`src/rtl/pop_count_arbiter_pkg.sv`:
```
// popcount_arb_pkg
//   Shared definitions for the pop-count arbiter: default geometry, a
//   constant-evaluable clog2 helper, the output-slot record and the slot
//   state encoding.
package popcount_arb_pkg;

    // Ceiling log2, usable in parameter expressions. clog2(1) = 0.
    function automatic int clog2(input int n);
        int r;
        r = 0;
        for (int i = 0; i < 32; i++) begin
            if ((1 << r) < n) begin
                r = r + 1;
            end
        end
        return r;
    endfunction

    localparam int DEF_NUM_REQ         = 4;
    localparam int DEF_BITMASK_LENGTH  = 8;
    localparam int DEF_BITWIDTH_OUTPUT = 4;
    localparam int DEF_ID_WIDTH        = clog2(DEF_NUM_REQ);

    // Output slot at the default geometry: {count, id}.
    typedef struct packed {
        logic [DEF_BITWIDTH_OUTPUT-1:0] count;
        logic [DEF_ID_WIDTH-1:0]        id;
    } slot_t;

    // Occupancy of the single-entry output slot.
    typedef enum logic {
        SLOT_EMPTY = 1'b0,
        SLOT_FULL  = 1'b1
    } slot_state_t;

endpackage

```
`src/rtl/pop_count_arbiter_popcounter.sv`:
```
// popCounter
//   Purely combinational population count of a bitmask.
//   Ports:
//     bitmask  in   BITMASK_LENGTH   mask to count
//     count    out  BITWIDTH_OUTPUT  number of set bits, zero-extended
module popCounter #(
    parameter int BITMASK_LENGTH  = 8,
    parameter int BITWIDTH_OUTPUT = 4
) (
    input  logic [BITMASK_LENGTH-1:0]  bitmask,
    output logic [BITWIDTH_OUTPUT-1:0] count
);

    always_comb begin
        count = '0;
        for (int i = 0; i < BITMASK_LENGTH; i++) begin
            count = count + BITWIDTH_OUTPUT'(bitmask[i]);
        end
    end

endmodule

```
`src/rtl/pop_count_arbiter.sv`:
```
// pop_count_arbiter
//   Round-robin arbiter sharing one popCounter between NUM_REQ bitmask
//   requesters. The granted mask is counted and registered, tagged with the
//   requester index, into a single-entry output slot.
//
//   Handshake: every channel uses valid/ready. A transfer happens on a rising
//   clock edge where valid & ready are both 1. req_ready is one-hot or zero and
//   never depends on req_bitmask. The producer may drop valid without a
//   transfer; nothing is recorded in that case. out_count/out_id are held
//   stable while out_valid=1 and out_ready=0.
//
//   Ports:
//     clock        in   1                       rising-edge clock
//     resetn       in   1                       async active-low reset
//     req_valid    in   NUM_REQ                 per-requester valid
//     req_bitmask  in   NUM_REQ*BITMASK_LENGTH  requester i at [i*L +: L]
//     req_ready    out  NUM_REQ                 one-hot grant (or zero)
//     out_valid    out  1                       output slot holds a result
//     out_ready    in   1                       downstream accepts
//     out_count    out  BITWIDTH_OUTPUT         popcount of granted mask
//     out_id       out  ID_WIDTH                requester that produced it
//     dbg_state    out  1                       slot state (0 EMPTY, 1 FULL)
//     dbg_rr_ptr   out  ID_WIDTH                round-robin search start
module pop_count_arbiter
    import popcount_arb_pkg::*;
#(
    parameter int NUM_REQ         = DEF_NUM_REQ,
    parameter int BITMASK_LENGTH  = DEF_BITMASK_LENGTH,
    parameter int BITWIDTH_OUTPUT = DEF_BITWIDTH_OUTPUT,
    parameter int ID_WIDTH        = clog2(NUM_REQ)
) (
    input  logic                                clock,
    input  logic                                resetn,
    input  logic [NUM_REQ-1:0]                  req_valid,
    input  logic [NUM_REQ*BITMASK_LENGTH-1:0]   req_bitmask,
    output logic [NUM_REQ-1:0]                  req_ready,
    output logic                                out_valid,
    input  logic                                out_ready,
    output logic [BITWIDTH_OUTPUT-1:0]          out_count,
    output logic [ID_WIDTH-1:0]                 out_id,
    output logic                                dbg_state,
    output logic [ID_WIDTH-1:0]                 dbg_rr_ptr
);

    typedef struct packed {
        logic [BITWIDTH_OUTPUT-1:0] count;
        logic [ID_WIDTH-1:0]        id;
    } slot_w_t;

    // Returns {found, index} of the first set bit of v at or after ptr,
    // wrapping modulo NUM_REQ.
    function automatic logic [ID_WIDTH:0] find_first(
        input logic [NUM_REQ-1:0]  v,
        input logic [ID_WIDTH-1:0] ptr
    );
        logic                found;
        logic [ID_WIDTH-1:0] idx;
        logic [31:0]         p;
        found = 1'b0;
        idx   = '0;
        for (int k = 0; k < NUM_REQ; k++) begin
            p = 32'(ptr) + 32'(k);
            if (p >= 32'(NUM_REQ)) begin
                p = p - 32'(NUM_REQ);
            end
            if (!found && v[p[ID_WIDTH-1:0]]) begin
                found = 1'b1;
                idx   = p[ID_WIDTH-1:0];
            end
        end
        return {found, idx};
    endfunction

    slot_state_t                state_q, state_d;
    slot_w_t                    slot_q;
    logic [ID_WIDTH-1:0]        rr_ptr_q;

    logic                       can_accept;
    logic                       found;
    logic [ID_WIDTH-1:0]        grant_idx;
    logic                       grant;
    logic [BITMASK_LENGTH-1:0]  grant_mask;
    logic [BITWIDTH_OUTPUT-1:0] grant_count;

    // Grant path. Gating with resetn keeps req_ready low during reset even
    // though the registers are already cleared.
    assign can_accept         = (state_q == SLOT_EMPTY) || out_ready;
    assign {found, grant_idx} = find_first(req_valid, rr_ptr_q);
    assign grant              = resetn && can_accept && found;

    always_comb begin
        req_ready  = '0;
        grant_mask = '0;
        for (int i = 0; i < NUM_REQ; i++) begin
            if (grant_idx == ID_WIDTH'(i)) begin
                req_ready[i] = grant;
                grant_mask   = req_bitmask[i*BITMASK_LENGTH +: BITMASK_LENGTH];
            end
        end
    end

    popCounter #(
        .BITMASK_LENGTH (BITMASK_LENGTH),
        .BITWIDTH_OUTPUT(BITWIDTH_OUTPUT)
    ) u_pop_counter (
        .bitmask(grant_mask),
        .count  (grant_count)
    );

    // Slot FSM: state register.
    always_ff @(posedge clock or negedge resetn) begin
        if (!resetn) begin
            state_q <= SLOT_EMPTY;
        end else begin
            state_q <= state_d;
        end
    end

    // Slot FSM: next state. A grant always fills the slot, which also covers
    // the drain-and-refill case without a bubble.
    always_comb begin
        state_d = state_q;
        case (state_q)
            SLOT_EMPTY: if (grant) state_d = SLOT_FULL;
            SLOT_FULL:  if (out_ready && !grant) state_d = SLOT_EMPTY;
            default:    state_d = SLOT_EMPTY;
        endcase
    end

    // Slot FSM: outputs.
    always_comb begin
        out_valid = (state_q == SLOT_FULL);
        dbg_state = state_q;
    end

    // Slot payload and pointer only move on a grant; a plain drain leaves
    // out_count/out_id at their last values.
    always_ff @(posedge clock or negedge resetn) begin
        if (!resetn) begin
            slot_q   <= '0;
            rr_ptr_q <= '0;
        end else if (grant) begin
            slot_q.count <= grant_count;
            slot_q.id    <= grant_idx;
            rr_ptr_q     <= (grant_idx == ID_WIDTH'(NUM_REQ - 1)) ? '0
                                                                  : grant_idx + ID_WIDTH'(1);
        end
    end

    assign out_count  = slot_q.count;
    assign out_id     = slot_q.id;
    assign dbg_rr_ptr = rr_ptr_q;

endmodule

```
`config.mk`:
```
export PLATFORM = sky130hd
export DESIGN_NAME = pop_count_arbiter
export DESIGN_NICKNAME = d
export VERILOG_FILES = /design/src/rtl/pop_count_arbiter_pkg.sv /design/src/rtl/pop_count_arbiter_popcounter.sv /design/src/rtl/pop_count_arbiter.sv
export SDC_FILE = /design/constraint.sdc
export NUM_CORES = 1
export LEC_CHECK = 0
export ABC_AREA = 1
export BUFFER_PORTS_ARGS = -buffer_cell sky130_fd_sc_hd__buf_2
export CAP_MARGIN = 20
export CORE_MARGIN = 4
export CORE_UTILIZATION = 35
export DETAILED_ROUTE_END_ITERATION = 12
export GPL_ROUTABILITY_DRIVEN = 0
export PLACE_DENSITY = 0.71
export SYNTH_ARGS = -nofsm -noshare
export SYNTH_HDL_FRONTEND = slang
export SYNTH_SLANG_ARGS = --single-unit
```
`constraint.sdc`:
```
create_clock -name clock -period 5 [get_ports clock]
set_input_delay 0.75 -clock clock [delete_from_list [all_inputs] [get_ports clock]]
set_output_delay 0.75 -clock clock [all_outputs]
set_load 0.1 [all_outputs]
```
Word level (Yosys, flattened, before mapping)
Cells that the tools add are included.
{ "word_totals": {"reg_bits": 9, "wordCells": 75, "output_inout_bits": 14, "input_bits": 39} }
{ "op_classes": {"eq_ne": 3, "bitwise": 1, "n_mux": 32, "reduce_logical": 12, "n_addsub": 15, "magnitude_cmp": 8} }
{ "ops": {"columns": ["cell", "n"], "rows": [
  ["two-way mux 8 bit", 4],
  ["adder 4 x 1 -> 4 bit", 6],
  ["two-way mux 2 bit", 9],
  ["two-way mux 1 bit", 14],
  ["less-than comparator 2 x 3 -> 1 bit (second input constant)", 4],
  [">= comparator 3 bit (second input constant)", 3],
  ["binary-select mux 1 bit (select 2 bit)", 4],
  ["subtractor 2 x 1 -> 2 bit (second input constant)", 4],
  ["adder 2 x 2 -> 3 bit (second input constant)", 2],
  ["logical AND 1 bit", 6],
  ["== test 2 bit (second input constant)", 2],
  ["logical NOT 1 bit", 4],
  ["adder 2 x 1 -> 3 bit (second input constant)", 1],
  [">= comparator 2 x 3 -> 1 bit (second input constant)", 1],
  ["adder 1 x 1 -> 2 bit", 1],
  ["adder 2 x 1 -> 2 bit (second input constant)", 1],
  ["== test 2 x 1 -> 1 bit (second input constant)", 1],
  ["logical NOT 2 bit", 1],
  ["case mux 1 bit (2 select lines)", 1],
  ["logical OR 1 bit", 1],
  ["NOT 1 bit", 1]
]} }

Depth between registers and ports, before layout
Gate-level depths: netlist of run 1.
{ "depth": {"word_depth": 26, "ltp_mapped": 27, "depth_no_buf": 26} }

Hierarchy
Synthesis of run 1 repeated with hierarchy kept, for this count alone.
{ "hier_totals": {"hier_cells": 187, "area_unflattened_um2": 1146.1} }
{ "by_module_without_submodules": {"columns": ["module", "cells_per_inst", "n_inst", "seq_area_each_um2", "area_each_um2"], "rows": [
  ["pop_count_arbiter", 158, 1, 225.2, 944.7],
  ["popCounter", 29, 1, 0.0, 201.4]
]} }

Least setup slack after synthesis of run 1
No wires, ideal clock.
{ "synth_timing": {"path_kind": "register -> register", "start": "register rr_ptr_q[1], in the netlist dbg_rr_ptr[1]", "end": "register slot_q, in the netlist out_count[1]", "n_path_buf": 1, "setup_slack_ns": -0.491, "required_ns": 4.917, "synth_period_minus_slack_ns": 5.491, "path_stages_with_launch": 26, "setup_time_ns": 0.083, "arrival_ns": 5.409, "cell_sequence": "dfrtp_1 -> inv_1 -> nand2_1 -> nand2_2 -> nand2_4 -> nand2_4 -> nor2_8 -> nand3_4 -> nand3_1 -> inv_1 -> ha_1 -> clkbuf_1 -> nor2_1 -> a22oi_1 -> nand2_1 -> o21ai_0 -> a21oi_1 -> ha_1 -> fa_1 -> inv_1 -> fa_1 -> inv_1 -> fa_1 -> inv_1 -> fa_1 -> o21ai_0"} }
{ "synth_via": {"elab_chain_len": 26, "word_cells_on_any_way": 53, "classes_between": "add/sub (14); order compare (4); eq/ne (3); mux (24); reduce/logical (8)"} }
{ "synth_lines": {"columns": ["item", "line", "rtl"], "rows": [
  ["from (decl)", "pop_count_arbiter.sv:76", "logic [ID_WIDTH-1:0] rr_ptr_q;"],
  ["from (signal assigned)", "pop_count_arbiter.sv:145", "rr_ptr_q <= (grant_idx == ID_WIDTH'(NUM_REQ - 1)) ? '0"],
  ["branches (longest 13 deep; another with adder 2 x 1 -> 3 bit)", null, null],
  ["two-way mux 2 bit (*)", "pop_count_arbiter.sv:66", "if (!found && v[p[ID_WIDTH-1:0]]) begin"],
  ["net grant_idx[0]", "pop_count_arbiter.sv:80", "logic [ID_WIDTH-1:0] grant_idx;"],
  ["logical NOT 2 bit", "pop_count_arbiter.sv:95", "if (grant_idx == ID_WIDTH'(i)) begin"],
  ["two-way mux 8 bit (3 in a row)", "pop_count_arbiter.sv:95", null],
  ["two-way mux 8 bit (*)", "pop_count_arbiter.sv:95", null],
  ["adder 1 x 1 -> 2 bit", "pop_count_arbiter_popcounter.sv:17", "count = count + BITWIDTH_OUTPUT'(bitmask[i]);"],
  ["adder 4 x 1 -> 4 bit (5 in a row)", "pop_count_arbiter_popcounter.sv:17", null],
  ["adder 4 x 1 -> 4 bit (*)", "pop_count_arbiter_popcounter.sv:17", null],
  ["to (decl)", "pop_count_arbiter.sv:75", "slot_w_t slot_q;"]
]} }
Mark *: on every way through the listed nets, which the timed path passes. The select of a mux whose other input is x is not followed.
A chain may end at the register's enable or synchronous reset.

Worst setup path after layout of run 1
{ "layout_timing": {"start": "input req_valid[3]", "end": "register slot_q, in the netlist out_count[1]"} }
{ "layout_via": {"elab_chain_len": 24, "word_cells_on_any_way": 38, "classes_between": "add/sub (7); eq/ne (3); mux (20); reduce/logical (8)"} }
{ "layout_lines": {"columns": ["item", "line", "rtl"], "rows": [
  ["from (decl)", "pop_count_arbiter.sv:34", "input logic [NUM_REQ-1:0] req_valid,"],
  ["binary-select mux 1 bit (select 2 bit)", "pop_count_arbiter.sv:66", null],
  ["two-way mux 1 bit (implied by the code)", "pop_count_arbiter.sv:66", null],
  ["two-way mux 1 bit", "pop_count_arbiter.sv:66", null],
  ["logical NOT 1 bit", "pop_count_arbiter.sv:66", null],
  ["logical AND 1 bit", "pop_count_arbiter.sv:66", null],
  ["two-way mux 1 bit", "pop_count_arbiter.sv:66", null],
  ["logical NOT 1 bit", "pop_count_arbiter.sv:66", null],
  ["logical AND 1 bit", "pop_count_arbiter.sv:66", null],
  ["[... 3 more ...]", null, null],
  ["two-way mux 2 bit (*)", "pop_count_arbiter.sv:66", null],
  ["net grant_idx[1]", "pop_count_arbiter.sv:80", null],
  ["logical NOT 2 bit", "pop_count_arbiter.sv:95", null],
  ["two-way mux 8 bit (3 in a row)", "pop_count_arbiter.sv:95", null],
  ["two-way mux 8 bit (*)", "pop_count_arbiter.sv:95", null],
  ["adder 1 x 1 -> 2 bit", "pop_count_arbiter_popcounter.sv:17", null],
  ["adder 4 x 1 -> 4 bit (5 in a row)", "pop_count_arbiter_popcounter.sv:17", null],
  ["adder 4 x 1 -> 4 bit (*)", "pop_count_arbiter_popcounter.sv:17", null]
]} }
The timed path passes the listed nets; every way through them passes the cells marked *. The select of a mux whose other input is x is not followed.

==> results of run 1 <==
## logic make-up (layout without fill, tap and decap cells)
kind of cell | after synthesis | count (layout)
compound gates | 33 | 33
xor+xnor | 1 | 1
fa+ha+maj | 11 | 11
flops | 9 | 9
buf+inv | 30 | 86
simple gates | 78 | 78
## worst register-to-register path: stages, from the launching register on
cell and delay, ns:
dfrtp_4 0.54, inv_6 0.11, nand2_2 0.05, nand3_1 0.09, nand2_2 0.11, nor2_8 0.15, nand4_1 0.14, nand2_2 0.15
inv_1 0.07, ha_1 0.22, inv_1 0.15, nand2_1 0.07, o21ai_1 0.08, a21oi_1 0.08, ha_1 0.31, fa_1 0.53
inv_1 0.05, fa_1 0.54, inv_1 0.06, fa_1 0.44, inv_1 0.08, fa_1 0.40, o21ai_1 0.13
## stage by stage
stage | instance area (um^2) | utilization | setup TNS, ns | instances | hold slack, ns
floorplan | 1140 | - | 0 | 162 | 0.454
global placement | 1450 | 0.474 | 0 | 258 | 0.471
detailed placement | 1450 | 0.474 | -0.0657 | 258 | 0.475
CTS | 1470 | 0.483 | 0 | 262 | 0.347
global route | 1500 | 0.491 | 0 | 262 | 0.347
finish | 1500 | 0.491 | 0 | 262 | 0.342
## state kept, by name, summed over array words and instances, names as in the netlist
signal      cells
out_count       4
dbg_rr_ptr      2
out_id          2
dbg_state       1
## layer usage
layer / up-vias / global-route usage
li1: 630 / -
met1: 529 / 0.169
met2: 18 / 0.238
met3: 0 / 0.0173
met4: 0 / 0.0158
met5: - / 0
## cell usage after synthesis (4+ instances only)
library cell / instances
ha_1: 7
a22oi_1: 7
nand2_1: 40
nor2_1: 10
nand3_1: 10
o21ai_0: 13
inv_1: 21
dfrtp_1: 9
nand2_2: 11
a21oi_1: 9
fa_1: 4
## final timing paths
kind,startpoint,endpoint,slack (ns)
max,req_valid[3],out_count[1]$_DFFE_PN0P_,0.36
min reg2reg,out_count[3]$_DFFE_PN0P_,out_count[3]$_DFFE_PN0P_,0.49
max reg2reg,dbg_rr_ptr[0]$_DFFE_PN0P_,out_count[1]$_DFFE_PN0P_,0.39
max in group asynchronous,resetn,dbg_rr_ptr[1]$_DFFE_PN0P_,4.45
min,resetn,dbg_rr_ptr[0]$_DFFE_PN0P_,0.34
min in group clock,out_count[3]$_DFFE_PN0P_,out_count[3]$_DFFE_PN0P_,0.49
## area by class of cell
cell class	instances	area, um^2
clock buffers	4	26.3
fillers	348	1550
inverters	24	95.1
multi-input cells	123	785
flip-flops and latches	9	233
well taps	44	55.1
repair buffers	58	305
==> impl_metrics.env, run 1 <==
export IMPL_status="finished clean"
export IMPL_syn_area_mm2=0.00112
export IMPL_grt_max_degree=17
export IMPL_yosys_area_share_adder=0.149
export IMPL_synth_ff_type="dfrtp_1"
export IMPL_path_max_fanout=6
export IMPL_core_area_mm2=0.00305
export IMPL_antenna_found_initial=0
export IMPL_slew_headroom=0.677
export IMPL_synthMuxAreaShare=0
export IMPL_die_area_mm2=0.00418
export IMPL_hpwl_mm=2.43
export IMPL_cts_root_buf="clkbuf_4"
export IMPL_top_layer_used="met3"
export IMPL_syn2layout_area_growth_pct=33.6
export IMPL_yosysWarningCount=0
export IMPL_finalHoldViolCount=0
export IMPL_synth_distinct_cells=24
export IMPL_post_synth_top_area_cell="dfrtp_1"
export IMPL_die_w_um=64.6
export IMPL_path_buf_inv=7
export IMPL_syn_nets=212
export IMPL_met2_length_mm=1.49
export IMPL_rr_worst_depth=22
export IMPL_layout_drive_gt1_share=0.413
export IMPL_drtPass1Iterations=4
export IMPL_dr_first_iter_drc_count=39
export IMPL_synth_xor_area_frac=0.00780
export IMPL_synthTopCellsByArea="dfrtp_1 20%, nand2_1 13%, ha_1 7.8%"
export IMPL_clock_sinks=9
export IMPL_fmax_mhz=215
export IMPL_hold_path_class="primary input to async pin"
export IMPL_critPathKind="primary input to register"
export IMPL_cts_tree="done"
export IMPL_initial_core_util=0.368
export IMPL_setup_viol=0
export IMPL_worst_slack_ns=0.356
export IMPL_cp_start_kind="primary input"
export IMPL_crit_slowest_cell="fa_1"
export IMPL_arrival_ns=4.82
export IMPL_synth_compound_area_frac=0.165
export IMPL_fp_dieH_um=64.6
export IMPL_cp_end_kind="register"
export IMPL_ant_nets=0
export IMPL_wl_per_cell_um=10.6
export IMPL_cts_setup_buffers=0
export IMPL_grt_pass1_vias=1055
export IMPL_synth_top_area_share=0.201
export IMPL_overflow=0
export IMPL_syn_inst=162
export IMPL_cts_max_level=1
export IMPL_wl_met3_um=83
export IMPL_synth_edf_count=0
export IMPL_drt_met1_wl_mm=1.20
export IMPL_synth_area_per_cell_um2=6.93
export IMPL_place_worst_setup_slack_ns=-0.0657
export IMPL_antenna_cells=0
export IMPL_vias=1177
export IMPL_fin_skew_ns=0.00401
export IMPL_fp_row_count=20
export IMPL_worst_slew_pin_transition_ns=0.488
export IMPL_final_cell_mix="52 x buf_2, 39 x nand2_1, 18 x inv_1, 12 x nand2_2, 11 x o21ai_0"
export IMPL_nets=269
export IMPL_ys_seq_area_frac=0.201
export IMPL_io_buffers=52
export IMPL_ioPinCount=53
export IMPL_crit_cells=23
export IMPL_required_ns=5.18
export IMPL_synth_top_family_by_area="simple AND/OR/NAND/NOR gates"
export IMPL_drc_errors=0
export IMPL_drv_cap=0
export IMPL_path_common_cell="inv_1"
export IMPL_clk_path_buf_depth=2
export IMPL_wl_mm=2.77
export IMPL_cts_buffers=3
export IMPL_clk_pin_slew_ns=0.06
export IMPL_final_common_cell="buf_2"
export IMPL_rsz0062_at_grt="no"
export IMPL_synth_seq_cells=9
export IMPL_clkLatencyLatePin_ns=0.25
export IMPL_slew_viol_final=0
export IMPL_postCtsHoldBufs=0
export IMPL_min_period_over_period=0.929
export IMPL_finalCriticalPeriod_ns=4.64
export IMPL_crit_path_max_incr_delay_ns=0.54
export IMPL_via_per_inst=4.49
export IMPL_grt_pass1_wl_mm=4.44
export IMPL_cts_resized=0
export IMPL_critical_path_top_delay_family="adder cells"
export IMPL_synth_simple_area_share=0.348
export IMPL_grt_util_all_layers=0.131
export IMPL_worstPathCellList="buf_2 > inv_1 > nand2_1 > nand3_1 > nand2_2 > nor2_8 > nand4_1 > nand2_2 > inv_1 > ha_1 > inv_1 > nand2_1 > o21ai_1 > a21oi_1 > ha_1 > fa_1 > inv_1 > fa_1 > inv_1 > fa_1 > inv_1 > fa_1 > o21ai_1"
export IMPL_synth_async_sr_flop_share=1.00
Power of run 1 is left out: the tool's default activity adds up to more than one toggle a clock period on the data nets, which glitch-free logic cannot reach.
==> run 2: changes to the inputs <==
- BUFFER_PORTS_ARGS: -buffer_cell sky130_fd_sc_hd__buf_2 -> unset
- CTS_BUF_LIST: unset -> sky130_fd_sc_hd__clkbuf_4 sky130_fd_sc_hd__clkbuf_8
- DONT_BUFFER_PORTS: unset -> 1
- PLACE_DENSITY: 0.71 -> 0.56
==> impl_metrics.env, run 2 (synthesis gave the netlist of run 1 again) <==
export IMPL_clk_path_buf_depth=2
export IMPL_initial_core_util=0.368
export IMPL_cp_start_kind="register"
export IMPL_grt_use_met3=0.0416
export IMPL_min_period_over_period=0.935
export IMPL_slew_headroom=0.285
export IMPL_overflow=0
export IMPL_cts_tree="done"
export IMPL_final_cell_mix="39 x nand2_1, 19 x inv_1, 12 x nand2_2, 12 x o21ai_0, 10 x buf_4"
export IMPL_critical_path_top_delay_family="adder cells"
export IMPL_top_usage_layer="met2"
export IMPL_worstPathCellList="inv_6 > nand2_2 > nand3_1 > nand2_2 > inv_1 > nand2_1 > nand2_1 > nand3_2 > inv_1 > ha_4 > nor2_4 > a22oi_1 > nand2_1 > o21ai_0 > a21oi_1 > ha_1 > fa_1 > inv_1 > fa_1 > inv_1 > fa_1 > inv_1 > fa_1 > o21ai_1"
export IMPL_worst_slew_pin_transition_ns=1.07
export IMPL_core_area_mm2=0.00305
export IMPL_grt_util_all_layers=0.145
export IMPL_required_ns=5.19
export IMPL_drv_cap=0
export IMPL_grt_max_degree=17
export IMPL_syn2layout_area_growth_pct=13.9
export IMPL_hpwl_mm=2.38
export IMPL_antenna_cells=0
export IMPL_largest_register_ffs=4
export IMPL_rsz0062_at_grt="no"
export IMPL_drc_errors=0
export IMPL_path_buf_inv=6
export IMPL_cts_max_level=1
export IMPL_wl_per_cell_um=13.2
export IMPL_layout_drive_gt1_share=0.271
export IMPL_final_common_cell="nand2_1"
export IMPL_dpl_cell_area_mm2=0.00123
export IMPL_die_area_mm2=0.00418
export IMPL_crit_path_max_incr_delay_ns=0.54
export IMPL_use_met1=0.170
export IMPL_io_buffers=0
export IMPL_path_common_cell="inv_1"
export IMPL_fp_row_count=20
export IMPL_ioPinCount=53
export IMPL_arrival_ns=4.86
export IMPL_grt_pass1_wl_mm=4.76
export IMPL_fp_dieH_um=64.6
export IMPL_cts_setup_buffers=0
export IMPL_fmax_mhz=214
export IMPL_finalCriticalPeriod_ns=4.68
export IMPL_clock_sinks=9
export IMPL_post_route_util=0.419
export IMPL_wl_mm=2.82
export IMPL_finalHoldViolCount=0
export IMPL_worst_slack_ns=0.324
export IMPL_stdcell_area_mm2=0.00128
export IMPL_grt_met2_usage=0.247
export IMPL_die_w_um=64.6
export IMPL_fin_skew_ns=0.00258
export IMPL_cts_buffers=3
export IMPL_rr_worst_depth=24
export IMPL_dr_first_iter_drc_count=40
export IMPL_vias=1060
export IMPL_nets=221
export IMPL_grt_pass1_vias=1031
export IMPL_cts_root_buf="clkbuf_4"
export IMPL_critPathKind="register to register"
export IMPL_drtPass1Iterations=4
export IMPL_hold_path_class="primary input to async pin"
export IMPL_clkLatencyLatePin_ns=0.26
export IMPL_clk_pin_slew_ns=0.06
export IMPL_setup_viol=0
export IMPL_cp_end_kind="register"
export IMPL_antenna_found_initial=0
export IMPL_ant_nets=0
export IMPL_status="finished clean"
export IMPL_slew_viol_final=0
export IMPL_place_worst_setup_slack_ns=-0.0765
export IMPL_crit_slowest_cell="dfrtp_4"
export IMPL_crit_cells=24
export IMPL_path_max_fanout=8
export IMPL_via_per_inst=4.95
[run 2: changes by cell type in the layout (fill, tap and decap cells not counted), moves of 4 or more]
cell / change
nor2_1: -4
buf_4: +4
nor2_2: +4
buf_2: -52
[run 2: cell type report]
| class | count | area [um^2] |
|---|---|---|
| Sequential cell | 9 | 234 |
| Fill cell | 351 | 1770 |
| Clock buffer | 4 | 30.0 |
| Multi-Input combinational cell | 123 | 790 |
| Timing Repair Buffer | 10 | 75.1 |
| Tap cell | 44 | 55.1 |
| Inverter | 24 | 95.1 |
[run 2: timing repair]
| action | 4_1_cts | 5_1_grt |
|---|---|---|
| gates resized for setup | 0 | 7 |
| setup endpoints to repair | 0 | 3 |
| hold endpoints to repair | 0 | 0 |
| hold buffers | 0 | 0 |
[run 2: final timing paths]
| kind | from | to | slack [ns] |
|---|---|---|---|
| setup reg to reg | dbg_rr_ptr[0]$_DFFE_PN0P_ | out_count[1]$_DFFE_PN0P_ | 0.32 |
| hold / removal | resetn | out_id[0]$_DFFE_PN0P_ | 0.18 |
| hold reg to reg | dbg_rr_ptr[1]$_DFFE_PN0P_ | dbg_rr_ptr[1]$_DFFE_PN0P_ | 0.69 |
| setup / recovery | dbg_rr_ptr[0]$_DFFE_PN0P_ | out_count[1]$_DFFE_PN0P_ | 0.32 |
| min in group clock | out_ready | dbg_state$_DFF_PN0_ | 0.56 |
| max in group asynchronous | resetn | dbg_state$_DFF_PN0_ | 4.74 |
[run 2: metal layers]
layer | up-vias | wire length, um
li1 | 536 | -
met1 | 469 | 1160
met2 | 51 | 1370
met3 | 4 | 263
met4 | 0 | 31
met5 | - | 0
[run 2: through the flow]
step / hold WS, ns / setup TNS [ns] / cells
finish: 0.177 / 0 / 214
global route: 0.151 / 0 / 214
CTS: 0.166 / 0 / 214
detailed placement: 0.455 / -0.0765 / 210
global placement: 0.455 / 0 / 210
floorplan: 0.454 / 0 / 162
[run 2: worst reg2reg max path: cells and delay by family (launching register included)]
family	cells	cell delay [ns]
and+or+nand+nor	8	0.65
buffers and inverters	6	0.52
DFF	1	0.54
adders and majority gates	6	2.42
AOI/OAI and AO/OA	4	0.46
Power of run 2 is left out for the same reason.
==> run 3: changes to the inputs <==
- PLACE_DENSITY: 0.56 -> unset
==> impl_metrics.env, run 3 (synthesis gave the netlist of run 1 again) <==
export IMPL_status="finished clean"
export IMPL_finalCriticalPeriod_ns=4.74
export IMPL_ant_nets=0
export IMPL_grt_pass1_vias=1046
export IMPL_worst_slew_pin_transition_ns=1.06
export IMPL_antenna_cells=0
export IMPL_cts_root_buf="clkbuf_4"
export IMPL_cts_max_level=1
export IMPL_drc_errors=0
export IMPL_die_area_mm2=0.00418
export IMPL_multiInputGateArea_um2=787
export IMPL_die_w_um=64.6
export IMPL_fp_row_count=20
export IMPL_clk_pin_slew_ns=0.06
export IMPL_clk_path_buf_depth=2
export IMPL_core_area_mm2=0.00305
export IMPL_grt_max_degree=17
export IMPL_drtPass1Iterations=4
export IMPL_fmax_mhz=211
export IMPL_grt_pass1_wl_mm=4.20
export IMPL_antenna_found_initial=0
export IMPL_nets=227
export IMPL_clock_sinks=9
export IMPL_place_worst_setup_slack_ns=-0.0734
export IMPL_post_route_util=0.432
export IMPL_path_common_cell="fa_1"
export IMPL_layout_drive_gt1_share=0.318
export IMPL_overflow=0
export IMPL_seq_area_um2=234
export IMPL_vias=1064
export IMPL_critPathKind="register to register"
export IMPL_syn2layout_area_growth_pct=17.5
export IMPL_arrival_ns=4.92
export IMPL_place_inst=210
export IMPL_ioPinCount=53
export IMPL_crit_slowest_cell="fa_1"
export IMPL_hpwl_mm=2.15
export IMPL_slew_viol_final=0
export IMPL_final_cells=220
export IMPL_finalHoldViolCount=0
export IMPL_cp_start_kind="register"
export IMPL_wl_mm=2.64
export IMPL_drv_cap=0
export IMPL_clkLatencyLatePin_ns=0.26
export IMPL_cts_buffers=3
export IMPL_cts_tree="done"
export IMPL_fill_cells=330
export IMPL_min_period_over_period=0.947
export IMPL_required_ns=5.18
export IMPL_hold_path_class="primary input to async pin"
export IMPL_worst_slack_ns=0.264
export IMPL_largest_register_ffs=4
export IMPL_slew_headroom=0.294
export IMPL_io_buffers=0
export IMPL_fin_skew_ns=0.00586
export IMPL_final_cell_mix="38 x nand2_1, 17 x inv_1, 15 x buf_4, 13 x nand2_2, 12 x o21ai_0"
export IMPL_final_common_cell="nand2_1"
export IMPL_setup_viol=0
export IMPL_grt_util_all_layers=0.122
export IMPL_via_per_inst=4.84
export IMPL_wl_per_cell_um=12.0
export IMPL_crit_path_max_incr_delay_ns=0.53
export IMPL_worstPathCellList="clkbuf_2 > nand2_1 > nand2_2 > nand2_4 > nand2_4 > nor2_8 > nand3_1 > nand3_1 > nand2_2 > ha_2 > nor2_4 > a22oi_1 > nand2_1 > o21ai_0 > a21oi_1 > ha_1 > fa_1 > inv_1 > fa_1 > inv_1 > fa_1 > inv_1 > fa_1 > o21ai_1"
export IMPL_initial_core_util=0.368
export IMPL_cp_end_kind="register"
export IMPL_path_max_fanout=6
export IMPL_fp_dieH_um=64.6
export IMPL_dr_first_iter_drc_count=57
==> run 3: layer usage <==
layer,GRT usage,share of wire,routed length (um)
met5,0,0,0
met4,0.0237,0.0053,14
met3,0.0347,0.058,152
met2,0.233,0.53,1400
met1,0.133,0.41,1070
==> run 3: layout make-up <==
class	count	area share
Multi-Input combinational cell	123	0.597
Sequential cell	9	0.177
Timing Repair Buffer	16	0.0892
Inverter	24	0.0721
Tap cell	44	0.0417
Clock buffer	4	0.0228
==> run 3: metrics by stage <==
stage                     instance area, um^2  hold WS [ns]  setup TNS (ns)
after global routing                     1320         0.162         -0.0233
after global placement                   1230         0.455               0
after detailed placement                 1230         0.455         -0.0734
after floorplan                          1140         0.454               0
final                                    1320         0.181               0
after CTS                                1260         0.170               0
==> run 3: repair_timing <==
item | 4_1_cts | 5_1_grt
setup buffers | 0 | 6
gates resized for setup | 0 | 11
setup endpoints to repair | 0 | 3
hold buffers | 0 | 0
==> run 3: path summary, 6_finish.rpt <==
path	slack (ns)	endpoint	start	depth (start not counted)
min in group clock	0.57	dbg_state$_DFF_PN0_	out_ready	1
max reg2reg	0.26	out_count[1]$_DFFE_PN0P_	dbg_rr_ptr[0]$_DFFE_PN0P_	24
min	0.18	out_count[1]$_DFFE_PN0P_	resetn	0
max	0.26	out_count[1]$_DFFE_PN0P_	dbg_rr_ptr[0]$_DFFE_PN0P_	24
max in group asynchronous	4.74	dbg_state$_DFF_PN0_	resetn	0
min reg2reg	0.68	dbg_rr_ptr[1]$_DFFE_PN0P_	dbg_rr_ptr[1]$_DFFE_PN0P_	2
==> run 3: critical path: cells and delay by family (launching register included) <==
kind	cells	cell delay, ns
AOI/OAI and AO/OA	4	0.45
DFF	1	0.52
adders and majority gates	6	2.38
and+or+nand+nor	10	0.95
buffers and inverters	4	0.34
Power of run 3 is left out for the same reason.
